===== src/rtl/uart_alu_frame_bridge_pkg.sv =====
// Shared types and constants for the UART ALU frame bridge: FSM states,
// opcode values and the helpers that size byte and timeout counters.
package uart_alu_frame_bridge_pkg;

  typedef enum logic [2:0] {
    ST_RX_A    = 3'd0,
    ST_RX_B    = 3'd1,
    ST_RX_OP   = 3'd2,
    ST_CALC    = 3'd3,
    ST_TX_SEND = 3'd4,
    ST_TX_WAIT = 3'd5
  } state_t;

  localparam int OP_SRL = 'h02;
  localparam int OP_SRA = 'h03;
  localparam int OP_ADD = 'h20;
  localparam int OP_SUB = 'h22;
  localparam int OP_AND = 'h24;
  localparam int OP_OR  = 'h25;
  localparam int OP_XOR = 'h26;
  localparam int OP_NOR = 'h27;

  function automatic int nbytes(input int dw);
    return dw / 8;
  endfunction

  // Counter width for values 0..n-1, never narrower than one bit.
  function automatic int cnt_width(input int n);
    return (n > 1) ? $clog2(n) : 1;
  endfunction

endpackage


===== src/rtl/uart_alu_frame_bridge_if.sv =====
// Byte-level handshake between the UART rx/tx pair and the frame bridge.
interface uart_alu_frame_bridge_if;
  logic       rx_done_tick;
  logic [7:0] rx_data;
  logic       tx_done_tick;
  logic       tx_start;
  logic [7:0] tx_data;
  logic       busy;
  logic       frame_error;
  logic       rx_overrun;

  modport master (
    output rx_done_tick, rx_data, tx_done_tick,
    input  tx_start, tx_data, busy, frame_error, rx_overrun
  );

  modport slave (
    input  rx_done_tick, rx_data, tx_done_tick,
    output tx_start, tx_data, busy, frame_error, rx_overrun
  );
endinterface


===== src/rtl/uart_alu_frame_bridge_alu_core.sv =====
// Combinational ALU: add/sub/logic ops and logical/arithmetic right shifts.
module alu_core
  import uart_alu_frame_bridge_pkg::*;
#(
  parameter int DATA_WIDTH = 8,
  parameter int OP_WIDTH   = 6
) (
  input  logic [DATA_WIDTH-1:0] a_i,
  input  logic [DATA_WIDTH-1:0] b_i,
  input  logic [OP_WIDTH-1:0]   op_i,
  output logic [DATA_WIDTH-1:0] y_o
);
  localparam int SW = $clog2(DATA_WIDTH);
  localparam logic [DATA_WIDTH-1:0] SH_LIMIT = DATA_WIDTH'(DATA_WIDTH);

  logic big_shift;
  assign big_shift = (b_i >= SH_LIMIT);

  always_comb begin
    y_o = '0;
    case (op_i)
      OP_WIDTH'(OP_ADD): y_o = a_i + b_i;
      OP_WIDTH'(OP_SUB): y_o = a_i - b_i;
      OP_WIDTH'(OP_AND): y_o = a_i & b_i;
      OP_WIDTH'(OP_OR):  y_o = a_i | b_i;
      OP_WIDTH'(OP_XOR): y_o = a_i ^ b_i;
      OP_WIDTH'(OP_NOR): y_o = ~(a_i | b_i);
      OP_WIDTH'(OP_SRL): y_o = big_shift ? '0 : (a_i >> b_i[SW-1:0]);
      OP_WIDTH'(OP_SRA): y_o = big_shift ? {DATA_WIDTH{a_i[DATA_WIDTH-1]}}
                                         : $unsigned($signed(a_i) >>> b_i[SW-1:0]);
      default:           y_o = '0;
    endcase
  end
endmodule


===== src/rtl/uart_alu_frame_bridge.sv =====
// Collects A, B and opcode bytes from the UART, runs them through alu_core and
// streams the result back little-endian, paced by tx_done_tick.
module uart_alu_frame_bridge
  import uart_alu_frame_bridge_pkg::*;
#(
  parameter int DATA_WIDTH     = 8,
  parameter int OP_WIDTH       = 6,
  parameter int TIMEOUT_CYCLES = 100000
) (
  input  logic                    clk,
  input  logic                    reset,
  uart_alu_frame_bridge_if.slave  bus
);
  localparam int NBYTES = nbytes(DATA_WIDTH);
  localparam int CW     = cnt_width(NBYTES);
  localparam int TW     = cnt_width(TIMEOUT_CYCLES + 1);
  localparam logic [CW-1:0] LAST    = CW'(NBYTES - 1);
  localparam logic [TW-1:0] TO_LAST = TW'(TIMEOUT_CYCLES - 1);

  state_t                state_q, state_d;
  logic [CW-1:0]         cnt_q, cnt_d;
  logic [DATA_WIDTH-1:0] a_q, a_d, b_q, b_d, res_q, res_d, alu_y;
  logic [OP_WIDTH-1:0]   op_q, op_d;
  logic [TW-1:0]         to_q, to_d;
  logic [7:0]            tx_data_q, tx_data_d;
  logic                  tx_start_q, tx_start_d, busy_q, busy_d;
  logic                  ferr_q, ferr_d, ovr_q, ovr_d;
  logic                  rx_phase, accept, to_run, expire, last_byte;

  alu_core #(.DATA_WIDTH(DATA_WIDTH), .OP_WIDTH(OP_WIDTH)) u_alu (
    .a_i(a_q), .b_i(b_q), .op_i(op_q), .y_o(alu_y)
  );

  always_ff @(posedge clk or posedge reset) begin
    if (reset) begin
      state_q    <= ST_RX_A;
      cnt_q      <= '0;
      a_q        <= '0;
      b_q        <= '0;
      op_q       <= '0;
      res_q      <= '0;
      to_q       <= '0;
      tx_start_q <= 1'b0;
      tx_data_q  <= 8'h00;
      busy_q     <= 1'b0;
      ferr_q     <= 1'b0;
      ovr_q      <= 1'b0;
    end else begin
      state_q    <= state_d;
      cnt_q      <= cnt_d;
      a_q        <= a_d;
      b_q        <= b_d;
      op_q       <= op_d;
      res_q      <= res_d;
      to_q       <= to_d;
      tx_start_q <= tx_start_d;
      tx_data_q  <= tx_data_d;
      busy_q     <= busy_d;
      ferr_q     <= ferr_d;
      ovr_q      <= ovr_d;
    end
  end

  // A byte arriving on the expiry cycle is accepted, so expire excludes it.
  always_comb begin
    rx_phase  = (state_q == ST_RX_A) || (state_q == ST_RX_B) || (state_q == ST_RX_OP);
    accept    = rx_phase && bus.rx_done_tick;
    last_byte = (cnt_q == LAST);
    to_run    = (state_q == ST_RX_B) || (state_q == ST_RX_OP) ||
                ((state_q == ST_RX_A) && (cnt_q != '0));
    expire    = (TIMEOUT_CYCLES != 0) && to_run && !bus.rx_done_tick && (to_q == TO_LAST);
  end

  always_comb begin
    state_d = state_q;
    case (state_q)
      ST_RX_A:    if (accept && last_byte) state_d = ST_RX_B;
                  else if (expire)         state_d = ST_RX_A;
      ST_RX_B:    if (accept && last_byte) state_d = ST_RX_OP;
                  else if (expire)         state_d = ST_RX_A;
      ST_RX_OP:   if (accept)              state_d = ST_CALC;
                  else if (expire)         state_d = ST_RX_A;
      ST_CALC:    state_d = ST_TX_SEND;
      ST_TX_SEND: state_d = ST_TX_WAIT;
      ST_TX_WAIT: if (bus.tx_done_tick)    state_d = last_byte ? ST_RX_A : ST_TX_SEND;
      default:    state_d = ST_RX_A;
    endcase
  end

  // Reply bytes are loaded on entry to TX_SEND so tx_start lines up with that state.
  always_comb begin
    cnt_d      = cnt_q;
    a_d        = a_q;
    b_d        = b_q;
    op_d       = op_q;
    res_d      = res_q;
    to_d       = to_q;
    tx_start_d = 1'b0;
    tx_data_d  = tx_data_q;
    busy_d     = busy_q;
    ferr_d     = 1'b0;
    ovr_d      = bus.rx_done_tick && !rx_phase;

    if (accept)
      to_d = '0;
    else if (to_run && (TIMEOUT_CYCLES != 0))
      to_d = to_q + 1'b1;

    if (accept) begin
      busy_d = 1'b1;
      case (state_q)
        ST_RX_A: a_d[8*int'(cnt_q) +: 8] = bus.rx_data;
        ST_RX_B: b_d[8*int'(cnt_q) +: 8] = bus.rx_data;
        default: op_d = bus.rx_data[OP_WIDTH-1:0];
      endcase
      if (state_q != ST_RX_OP)
        cnt_d = last_byte ? '0 : cnt_q + 1'b1;
    end else if (expire) begin
      a_d    = '0;
      b_d    = '0;
      op_d   = '0;
      cnt_d  = '0;
      to_d   = '0;
      busy_d = 1'b0;
      ferr_d = 1'b1;
    end

    if (state_q == ST_CALC) begin
      res_d      = alu_y;
      tx_start_d = 1'b1;
      tx_data_d  = alu_y[7:0];
    end else if ((state_q == ST_TX_WAIT) && bus.tx_done_tick) begin
      if (last_byte) begin
        cnt_d  = '0;
        busy_d = 1'b0;
      end else begin
        cnt_d      = cnt_q + 1'b1;
        tx_start_d = 1'b1;
        tx_data_d  = res_q[8*(int'(cnt_q)+1) +: 8];
      end
    end
  end

  assign bus.tx_start    = tx_start_q;
  assign bus.tx_data     = tx_data_q;
  assign bus.busy        = busy_q;
  assign bus.frame_error = ferr_q;
  assign bus.rx_overrun  = ovr_q;
endmodule


===== src/flat_wrapper.sv =====
// flat-port wrapper written by rule: the top's interface ports become plain ports
module uart_alu_frame_bridge_flat import uart_alu_frame_bridge_pkg::*;
#(
  parameter int DATA_WIDTH     = 8,
  parameter int OP_WIDTH       = 6,
  parameter int TIMEOUT_CYCLES = 100000
)
  (clk, reset, bus_rx_done_tick, bus_rx_data, bus_tx_done_tick, bus_tx_start, bus_tx_data, bus_busy, bus_frame_error, bus_rx_overrun);
  uart_alu_frame_bridge_if bus_i ();
  input  logic clk;
  input  logic reset;
  input wire logic [$bits(bus_i.rx_done_tick)-1:0] bus_rx_done_tick;
  input wire logic [$bits(bus_i.rx_data)-1:0] bus_rx_data;
  input wire logic [$bits(bus_i.tx_done_tick)-1:0] bus_tx_done_tick;
  output wire logic [$bits(bus_i.tx_start)-1:0] bus_tx_start;
  output wire logic [$bits(bus_i.tx_data)-1:0] bus_tx_data;
  output wire logic [$bits(bus_i.busy)-1:0] bus_busy;
  output wire logic [$bits(bus_i.frame_error)-1:0] bus_frame_error;
  output wire logic [$bits(bus_i.rx_overrun)-1:0] bus_rx_overrun;
  assign bus_i.rx_done_tick = bus_rx_done_tick;
  assign bus_i.rx_data = bus_rx_data;
  assign bus_i.tx_done_tick = bus_tx_done_tick;
  assign bus_tx_start = bus_i.tx_start;
  assign bus_tx_data = bus_i.tx_data;
  assign bus_busy = bus_i.busy;
  assign bus_frame_error = bus_i.frame_error;
  assign bus_rx_overrun = bus_i.rx_overrun;
  uart_alu_frame_bridge #(.DATA_WIDTH(DATA_WIDTH), .OP_WIDTH(OP_WIDTH), .TIMEOUT_CYCLES(TIMEOUT_CYCLES)) u_core (.clk(clk), .reset(reset), .bus(bus_i));
endmodule

===== config.mk =====
export PLATFORM = sky130hd
export DESIGN_NAME = uart_alu_frame_bridge_flat
export DESIGN_NICKNAME = d
export VERILOG_FILES = /design/src/rtl/uart_alu_frame_bridge_pkg.sv /design/src/rtl/uart_alu_frame_bridge_if.sv /design/src/rtl/uart_alu_frame_bridge_alu_core.sv /design/src/rtl/uart_alu_frame_bridge.sv /design/src/flat_wrapper.sv
export SDC_FILE = /design/constraint.sdc
export NUM_CORES = 1
export LEC_CHECK = 0
export CAP_MARGIN = 10
export CORE_MARGIN = 3
export CORE_UTILIZATION = 55
export CTS_CLUSTER_SIZE = 28
export DETAILED_ROUTE_END_ITERATION = 7
export GPL_ROUTABILITY_DRIVEN = 1
export GPL_TIMING_DRIVEN = 1
export PLACE_DENSITY = 0.75
export SYNTH_ARGS = -nofsm -noshare
export SYNTH_HDL_FRONTEND = slang
export SYNTH_SLANG_ARGS = --single-unit

===== constraint.sdc =====
create_clock -name clk -period 8.7 [get_ports clk]
set_input_delay 1.74 -clock clk [delete_from_list [all_inputs] [get_ports clk]]
set_output_delay 1.74 -clock clk [all_outputs]
set_load 0.01 [all_outputs]

Word-level counts from Yosys, hierarchy flattened:

Cells that the tools add are included.

* register bits: 63
* bits in latches: 0
* memory bits (writable): 0
* bits in read-only memories: 0
* bits of input ports: 12
* word-level logic and storage cells: 113
* memories kept: 0

* add/subtract/negate cells: 6
* multiply operators: 0
* div/mod/pow operators: 0
* magnitude comparators: 1
* equal/unequal tests: 19
* shift operators: 5
* multiplexer cells: 43
* bitwise logic cells: 5
* reduce and logical (&&, ||, !) cells: 22

Operator list (number)
* 8-bit 2-to-1 mux: 10
* 17-bit 2-to-1 mux: 4
* 8-bit case mux with 8 select lines: 1
* 6-bit == test, second input constant: 6
* 4-bit negation with 33-bit output: 1
* 8-bit by 33-bit variable shift with 8-bit output, first input constant: 1
* 8-bit by 33-bit variable part select with 8-bit output: 1
* 8-bit by 32-bit variable part select with 8-bit output: 1
* 3-bit 2-to-1 mux: 6
* 6-bit 2-to-1 mux: 3
* 3-bit case mux with 6 select lines: 1
* 17-bit by 1-bit adder with 17-bit output, second input constant: 1
* 17-bit == test, second input constant: 1
* 8-bit bitwise mux: 2
* 1-bit 2-to-1 mux: 16
* 6-bit by 2-bit == test with 1-bit output, second input constant: 2
* 8-bit adder: 1
* 8-bit AND: 1
* 8-bit by 4-bit >= comparator with 1-bit output, second input constant: 1
* 2-bit inequality test, second input constant: 4
* 8-bit inverter: 1
* 8-bit bitwise OR: 1
* 2-bit AND reduction: 4
* 8-bit by 3-bit right shift with 8-bit output: 1
* other kinds (16): 30

Longest topological paths before layout:

Gate-level depths: netlist of run 1.

* word-level depth: 10
* gate-level depth with buffers: 13

Modules after synthesis:

Synthesis of run 1 repeated with hierarchy kept, for this count alone.

* cell total of the unflattened synthesis: 471
* area, all modules: 4020.1 um^2

Modules (own cells, without submodules)
* uart_alu_frame_bridge: instances 1, cells an instance 258, area each 2527.4 um^2
* alu_core: instances 1, cells an instance 213, area each 1492.7 um^2

Worst setup path after synthesis of run 1:

OpenSTA, ideal clock, no wires.

* kind: in2reg
* from: input bus_rx_done_tick
* to: register u_core.to_q[10]
* library setup time: 0.121 ns
* arrival: 2.908 ns
* data required time: 8.579 ns
* path slack: 5.671 ns
* cell stages on the path: 7
* buffers on the path: 2
* cells stage by stage: nor4b_1 -> nand4_1 -> or3_1 -> buf_6 -> nand2_2 -> buf_2 -> nor2_1

* word-level cells in the longest chain between the ends: 5
* elaborated cells on any way between the ends: 7
* classes of those cells: 3 x mux; 4 x reduce/logical

RTL lines
* start: declaration: RTL line flat_wrapper.sv:12 `input wire logic [$bits(bus_i.rx_done_tick)-1:0] bus_rx_done_tick;`
* 1-bit zero test: RTL line uart_alu_frame_bridge.sv:71 `expire = (TIMEOUT_CYCLES != 0) && to_run && !bus.rx_done_tick && (to_q == TO_LAST);`
* 1-bit logical AND (2 in a row): RTL line uart_alu_frame_bridge.sv:71
* 17-bit 2-to-1 mux: RTL line uart_alu_frame_bridge.sv:118 `end else if (expire) begin`
* 17-bit 2-to-1 mux *: RTL line uart_alu_frame_bridge.sv:109 `if (accept) begin`
* named net u_core.to_d[10]: RTL line uart_alu_frame_bridge.sv:24 `logic [TW-1:0] to_q, to_d;`
* end signal: assignment: RTL line uart_alu_frame_bridge.sv:55 `to_q <= to_d;`
* end: declaration: RTL line uart_alu_frame_bridge.sv:24

The timed path passes the listed nets; every way through them passes the cells marked *.
A chain may end at the register's enable or synchronous reset.

Worst setup path after layout of run 1:

* from: input bus_rx_done_tick
* to: register u_core.b_q[7]

* word-level cells in the longest chain between the ends: 5
* elaborated cells on any way between the ends: 8
* classes of those cells: 1 x eq/ne; 1 x mux; 6 x reduce/logical

RTL lines
* 1-bit zero test: RTL line uart_alu_frame_bridge.sv:71
* 1-bit logical AND (2 in a row): RTL line uart_alu_frame_bridge.sv:71
* 2-bit nonzero test (no line)
* 2-bit AND reduction (no line)
* end signal: assignment: RTL line uart_alu_frame_bridge.sv:39 `b_q <= '0;`
* end signal: assignment: RTL line uart_alu_frame_bridge.sv:52 `b_q <= b_d;`
* end: declaration: RTL line uart_alu_frame_bridge.sv:22 `logic [DATA_WIDTH-1:0] a_q, a_d, b_q, b_d, res_q, res_d, alu_y;`

Parallel ways exist; a longest one is shown, timed or not.

==> results of run 1 <==
## power by group through the flow
stage / clock network (mW) / logic [mW] / registers [mW]
after floorplan: 0 / 0.654 / 0.392
after global placement: 0 / 0.743 / 0.461
after detailed placement: 0 / 0.770 / 0.464
after CTS: 0.182 / 0.776 / 0.459
after global routing: 0.189 / 0.879 / 0.478
final: 0.179 / 0.785 / 0.464
## worst min-delay path by stage
stage                                        endpoint  slack, ns                         startpoint  cells past startpoint
global placement    u_core.bus.tx_data[3]$_DFFE_PP0P_       0.47  u_core.bus.tx_data[3]$_DFFE_PP0P_                      2
finish              u_core.bus.tx_data[1]$_DFFE_PP0P_       0.51  u_core.bus.tx_data[1]$_DFFE_PP0P_                      2
floorplan                   u_core.to_q[16]$_DFF_PP0_       0.50          u_core.to_q[16]$_DFF_PP0_                      2
CTS                 u_core.bus.tx_data[3]$_DFFE_PP0P_       0.51  u_core.bus.tx_data[3]$_DFFE_PP0P_                      2
global route        u_core.bus.tx_data[3]$_DFFE_PP0P_       0.53  u_core.bus.tx_data[3]$_DFFE_PP0P_                      2
detailed placement  u_core.bus.tx_data[3]$_DFFE_PP0P_       0.49  u_core.bus.tx_data[3]$_DFFE_PP0P_                      2
## cell type report
cell class,count,area [µm²]
Timing Repair Buffer,25,245
Inverter,30,113
Fill cell,624,2570
Tap cell,96,120
Multi-Input combinational cell,338,2290
Sequential cell,55,1380
Clock buffer,5,68.8
Clock inverter,3,46.3
## through the flow
stage                     total power [mW]  util [%]  hold WS (ns)  instance area, µm²  worst slack, ns
after detailed placement              1.23      60.6         0.487                4140             4.68
after floorplan                       1.05         -         0.502                3910             5.62
final                                 1.43      62.3         0.507                4260             4.97
after global placement                1.20      60.6         0.465                4140             4.80
after CTS                             1.42      62.3         0.512                4260             5.01
after global routing                  1.55      62.3         0.531                4260             4.78
## placed cells by master, fill, tap and decap left out, drive strengths merged, types with 3 or more instances in the layout
| master | n |
|---|---|
| and2 | 6 |
| o22ai | 3 |
| mux2 | 7 |
| o31ai | 7 |
| a211oi | 7 |
| o21ai | 32 |
| xor2 | 12 |
| nor2 | 45 |
| nand2 | 35 |
| a31oi | 7 |
| nor2b | 7 |
| nand3 | 27 |
| and3 | 5 |
| o211ai | 3 |
| clkdlybuf4s50 | 23 |
| a21oi | 29 |
| nor4b | 3 |
| ha | 25 |
| mux2i | 10 |
| dfrtp | 55 |
| a22o | 3 |
| clkbuf | 5 |
| nand4 | 5 |
| nor3 | 8 |
| mux4 | 3 |
| xnor2 | 11 |
| inv | 30 |
| or3 | 4 |
## worst max-delay path: stages
cell and delay, ns:
clkdlybuf4s50_1 0.56, nor4b_1 0.38, nand4_1 0.13, or3_1 0.47
inv_1 0.33, nor2_1 0.11, a32o_1 0.23
## layer usage
layer / vias up / global-route usage (%) / wire (µm)
met1: 1590 / 35.4 / 4460
li1: 1613 / - / -
met2: 137 / 37.1 / 4330
met5: - / 0 / 0
met3: 13 / 4.33 / 713
met4: 0 / 5.61 / 127
## registers in the layout (all words and copies together), names as in the netlist
| name | count |
|---|---|
| u_core.bus.tx_data | 8 |
| u_core.bus.frame_error | 1 |
| u_core.b_q | 8 |
| u_core.bus.tx_start | 1 |
| u_core.bus.busy | 1 |
| u_core.a_q | 8 |
| u_core.op_q | 6 |
| u_core.state_q | 3 |
| u_core.cnt_q | 1 |
| u_core.to_q | 17 |
| u_core.bus.rx_overrun | 1 |
## logic make-up after synthesis
group,after synthesis
xor gates and xnor gates,23
muxes,20
and+or+nand+nor,158
adders and majority gates,26
buffers and inverters,55
AOI/OAI and AO/OA,111
DFF,55
==> impl_metrics.json, run 1 <==
{
  "finClkSkew_ns": 0.00365,
  "p_sw_uw": 675,
  "rsz0062_at_grt": "false",
  "io_buffers": 23,
  "drv_slew": 0,
  "syn_area_um2": 3910,
  "reg2regPathDepth": 9,
  "post-route-min-period_ns": 3.73,
  "hold_viol": 0,
  "switching_share_pct": 47.3,
  "grt_pass1_wl_mm": 16.0,
  "synth.area.top_cells": "dfrtp_1, ha_1, nor2_1, a21oi_1, o21ai_0",
  "clk_pin_slew_worst_paths_ns": 0.10,
  "yosys.area.top_type_share_pct": 35.2,
  "synth_edf_count": 0,
  "yosysMostFrequentCell": "dfrtp_1",
  "cts.sinks": 55,
  "root_buffer": "clkbuf_8",
  "rows": 30,
  "synthSimpleGateAreaFrac_pct": 19.8,
  "ir_drop_mv": 0.213,
  "area_growth_pct": 8.90,
  "internal_power_uw": 753,
  "viasPerCell": 6.07,
  "max_slew.worst_pin.slew_ns": 0.988,
  "arrival_ns": 3.94,
  "ys_warn_count": 3,
  "synth_seq_area_share_pct": 35.2,
  "cts.hold.buffers_added": 0,
  "htreeDepth": 2,
  "antenna_found_initial": 0,
  "die-area_um2": 8150,
  "final_cells": 552,
  "grt_max_degree": 56,
  "ioPinCount": 24,
  "synth_ff_type": "dfrtp_1",
  "yosysUniqueCellTypes": 63,
  "start_kind": "primary input",
  "num_vias": 3353,
  "yosysTopAreaCell": "dfrtp_1",
  "timing.rr.end": "u_core.bus.tx_data[4]$_DFFE_PP0P_",
  "p_seq_share_pct": 32.5,
  "placed_cells": 544,
  "drive_above_1_share_pct": 6.58,
  "nets": 493,
  "coreArea_um2": 6830,
  "synthArstFlopShare_pct": 100,
  "p_leak_nw": 1.78,
  "grt_overflow_total": 0,
  "start_util_pct": 57.2,
  "wl_per_cell_um": 17.5,
  "die_x_um": 90.3,
  "synth-xor-area-share_pct": 5.15,
  "dr.pass1.iters": 5,
  "fmax_mhz": 268,
  "outcome": "finished clean",
  "synthTopCellsByCount": "dfrtp_1, nor2_1, nand2_1",
  "postCtsSetupRepairBufs": 0,
  "period_share_pct": 42.8,
  "ff2ff_setup_slack_ns": 5.16,
  "hold_path.class": "register to register",
  "clock_latency_ns": 0.32,
  "place_congestion": 0.945,
  "numCtsBuffers": 5,
  "synth_fa_ha_area_share_pct": 8.51,
  "syn_nets": 486,
  "dp.final_hpwl_mm": 7.14,
  "combPwrFrac_pct": 55.0,
  "synthMuxAreaShare_pct": 6.31,
  "crit_path_end": "u_core.b_q[7]$_DFFE_PP0P_",
  "pwr-share-clk_pct": 12.5,
  "antennaDiodeCount": 0,
  "max_cap_violations": 0,
  "syn_avg_cell_area_um2": 8.72,
  "track_usage_pct": 24.1,
  "drc_errors": 0,
  "synth_top_family_by_area": "simple AND/OR/NAND/NOR gates",
  "wl_mm": 9.64,
  "r2r_start": "u_core.op_q[1]$_DFFE_PP0P_",
  "cts_buffer_depth": 2,
  "synth-seq-cells": 55,
  "p_per_area_nw_per_um2": 336,
  "fin_tns_setup_ns": 0,
  "setup_violations": 0,
  "synthCells": 448,
  "required_ns": 8.91,
  "cts_tree": "done",
  "crit_type": "primary input to register",
  "synth-compound-area-share_pct": 18.7,
  "startpoint": "bus_rx_done_tick",
  "slew_headroom_pct": 33.9,
  "die_h_um": 90.3,
  "drtIter0Drc": 293,
  "worstPathMaxFanout": 11,
  "crit_path_end_kind": "register",
  "antenna_left": 0,
  "ctsResizeCount": 0,
  "grt_pass1_vias": 3158
}
No activity file was read; power rests on OpenSTA's default activity.
==> run 2: changes to the inputs <==
--- a/config.mk
+++ b/config.mk
@@ -7,12 +7,12 @@
 export LEC_CHECK = 0
 export CAP_MARGIN = 10
 export CORE_MARGIN = 3
-export CORE_UTILIZATION = 55
+export CORE_UTILIZATION = 54
 export CTS_CLUSTER_SIZE = 28
 export DETAILED_ROUTE_END_ITERATION = 7
 export GPL_ROUTABILITY_DRIVEN = 1
 export GPL_TIMING_DRIVEN = 1
-export PLACE_DENSITY = 0.75
+export PLACE_DENSITY = 0.76
 export SYNTH_ARGS = -nofsm -noshare
 export SYNTH_HDL_FRONTEND = slang
 export SYNTH_SLANG_ARGS = --single-unit
==> constraint.sdc (replaced) <==
create_clock -name clk -period 3 [get_ports clk]
set_input_delay 0.6 -clock clk [delete_from_list [all_inputs] [get_ports clk]]
set_output_delay 0.6 -clock clk [all_outputs]
set_load 0.01 [all_outputs]
==> run 2 against run 1 <==
  * Sequential cell count did not move
  * Routed wire length rose by 5.6%
  * Sequential share of layout area fell by 0.88 points
  * Critical path type is now register to register
  * Utilization rose by 1.0 points
  * Largest cell class unchanged
  * Register-to-register slack got worse by 5.0 ns
==> impl_metrics.json, run 2 (synthesized netlist as in run 1, its figures left out) <==
{
  "outcome": "finished clean",
  "drv_slew": 0,
  "final_common_cell": "dfrtp_1",
  "start_util_pct": 56.6,
  "max_flop_register": "u_core.to_q",
  "clk_pin_slew_worst_paths_ns": 0.11,
  "grt_pass1_wl_mm": 16.4,
  "finClkSkew_ns": 0.0122,
  "htreeDepth": 2,
  "grt_pass1_vias": 3243,
  "worstPathMaxFanout": 4,
  "wl_mm": 10.2,
  "cts_buffer_depth": 2,
  "arrival_ns": 3.03,
  "grt_max_degree": 30,
  "wl_per_cell_um": 18.0,
  "dr.pass1.iters": 5,
  "fmax_mhz": 355,
  "rows": 30,
  "viasPerCell": 6.22,
  "clock_latency_ns": 0.32,
  "crit_path_end_kind": "register",
  "crit_path_cell_trace": "nor4b_2, and2_1, mux2_2, fa_1, nor2b_2, o31a_1, a21oi_1, a221o_1, a22o_1",
  "numCtsBuffers": 5,
  "grt_overflow_total": 0,
  "antennaDiodeCount": 0,
  "p_leak_nw": 1.86,
  "antenna_found_initial": 0,
  "coreArea_um2": 6910,
  "placed_area_um2": 4250,
  "start_kind": "register",
  "final_cell_mix": "dfrtp_1, nor2_1, nand2_1",
  "dp.final_hpwl_mm": 7.47,
  "holdWs_ns": 0.488,
  "cts.sinks": 55,
  "nets": 506,
  "hold_viol": 0,
  "drive_above_1_share_pct": 9.59,
  "required_ns": 3.21,
  "place_congestion": 0.977,
  "cts.hold.buffers_added": 0,
  "stdcell_area_um2": 4380,
  "ir_drop_mv": 0.510,
  "largest_reg_flops": 17,
  "area_growth_pct": 11.9,
  "ff2ff_setup_slack_ns": 0.18,
  "drtIter0Drc": 333,
  "ioPinCount": 24,
  "die-area_um2": 8300,
  "place_ws_ns": 0.0959,
  "crit_type": "register to register",
  "antenna_left": 0,
  "p_per_area_nw_per_um2": 980,
  "setup_violations": 0,
  "crit_slowest_cell": "fa_1",
  "cts_tree": "done",
  "finalWorstSetupSlack_ns": 0.182,
  "post-route-min-period_ns": 2.82,
  "fin_tns_setup_ns": 0,
  "io_buffers": 23,
  "max_cap_violations": 0,
  "die_x_um": 91.1,
  "root_buffer": "clkbuf_8",
  "num_vias": 3517,
  "slew_headroom_pct": 32.9,
  "hold_path.class": "register to register",
  "drc_errors": 0,
  "max_slew.worst_pin.slew_ns": 1.00,
  "period_share_pct": 93.9,
  "max_stage_delay_ns": 0.45,
  "die_h_um": 91.1,
  "rsz0062_at_grt": "false",
  "track_usage_pct": 24.7,
  "p_total_mw": 4.29
}
run 2: worst paths after layout:
check	from	end	depth (start not counted)
min in group asynchronous	reset	u_core.bus.frame_error$_DFF_PP0_	2
min reg2reg	u_core.bus.tx_data[1]$_DFFE_PP0P_	u_core.bus.tx_data[1]$_DFFE_PP0P_	2
max reg2reg	u_core.op_q[3]$_DFFE_PP0P_	u_core.bus.tx_data[4]$_DFFE_PP0P_	9
max in group asynchronous	reset	u_core.to_q[12]$_DFF_PP0_	3
min	u_core.bus.tx_data[1]$_DFFE_PP0P_	u_core.bus.tx_data[1]$_DFFE_PP0P_	2
max	u_core.op_q[3]$_DFFE_PP0P_	u_core.bus.tx_data[4]$_DFFE_PP0P_	9
run 2: metal layers:
metal,GRT usage [%],up-vias,part of all wire (%),wire [µm]
met4,7.79,0,2.0,208
li1,-,1633,-,-
met3,4.14,25,7.7,779
met5,0,-,0,0
met2,38.7,176,45,4570
met1,35.0,1683,45,4620
run 2: area by class of cell:
| type | count | area, µm² |
|---|---|---|
| inverters | 30 | 113 |
| fillers | 602 | 2530 |
| multi-input cells | 338 | 2300 |
| clock inverters | 3 | 46.3 |
| flip-flops and latches | 55 | 1380 |
| repair buffers | 38 | 355 |
| clock buffers | 5 | 68.8 |
| well taps | 96 | 120 |
run 2: critical path: cells and delay by family, from the launching register on:
kind | cells | cell delay (ns)
mux | 1 | 0.38
simple gates | 3 | 0.69
fa+ha+maj | 1 | 0.45
flops | 1 | 0.42
compound gates | 4 | 0.76
run 2: timing repair:
action,in CTS,in global routing
setup buffers,0,0
resized for setup,0,2
setup endpoints to repair,0,4
run 2: power by group:
group / switching (mW) / leakage (nW) / internal, mW / total (mW)
Combinational: 1.43 / 1.07 / 1.09 / 2.53
Clock: 0.270 / 0.0548 / 0.252 / 0.522
Sequential: 0.307 / 0.735 / 0.935 / 1.24
Total: 2.01 / 1.86 / 2.28 / 4.29
run 2: through the flow:
stage | instances | utilization, %
3_3_place_gp | 557 | 61.6
5_1_grt | 565 | 63.4
3_5_place_dp | 557 | 61.6
6_report | 565 | 63.4
4_1_cts | 565 | 63.2
2_1_floorplan | 448 | -
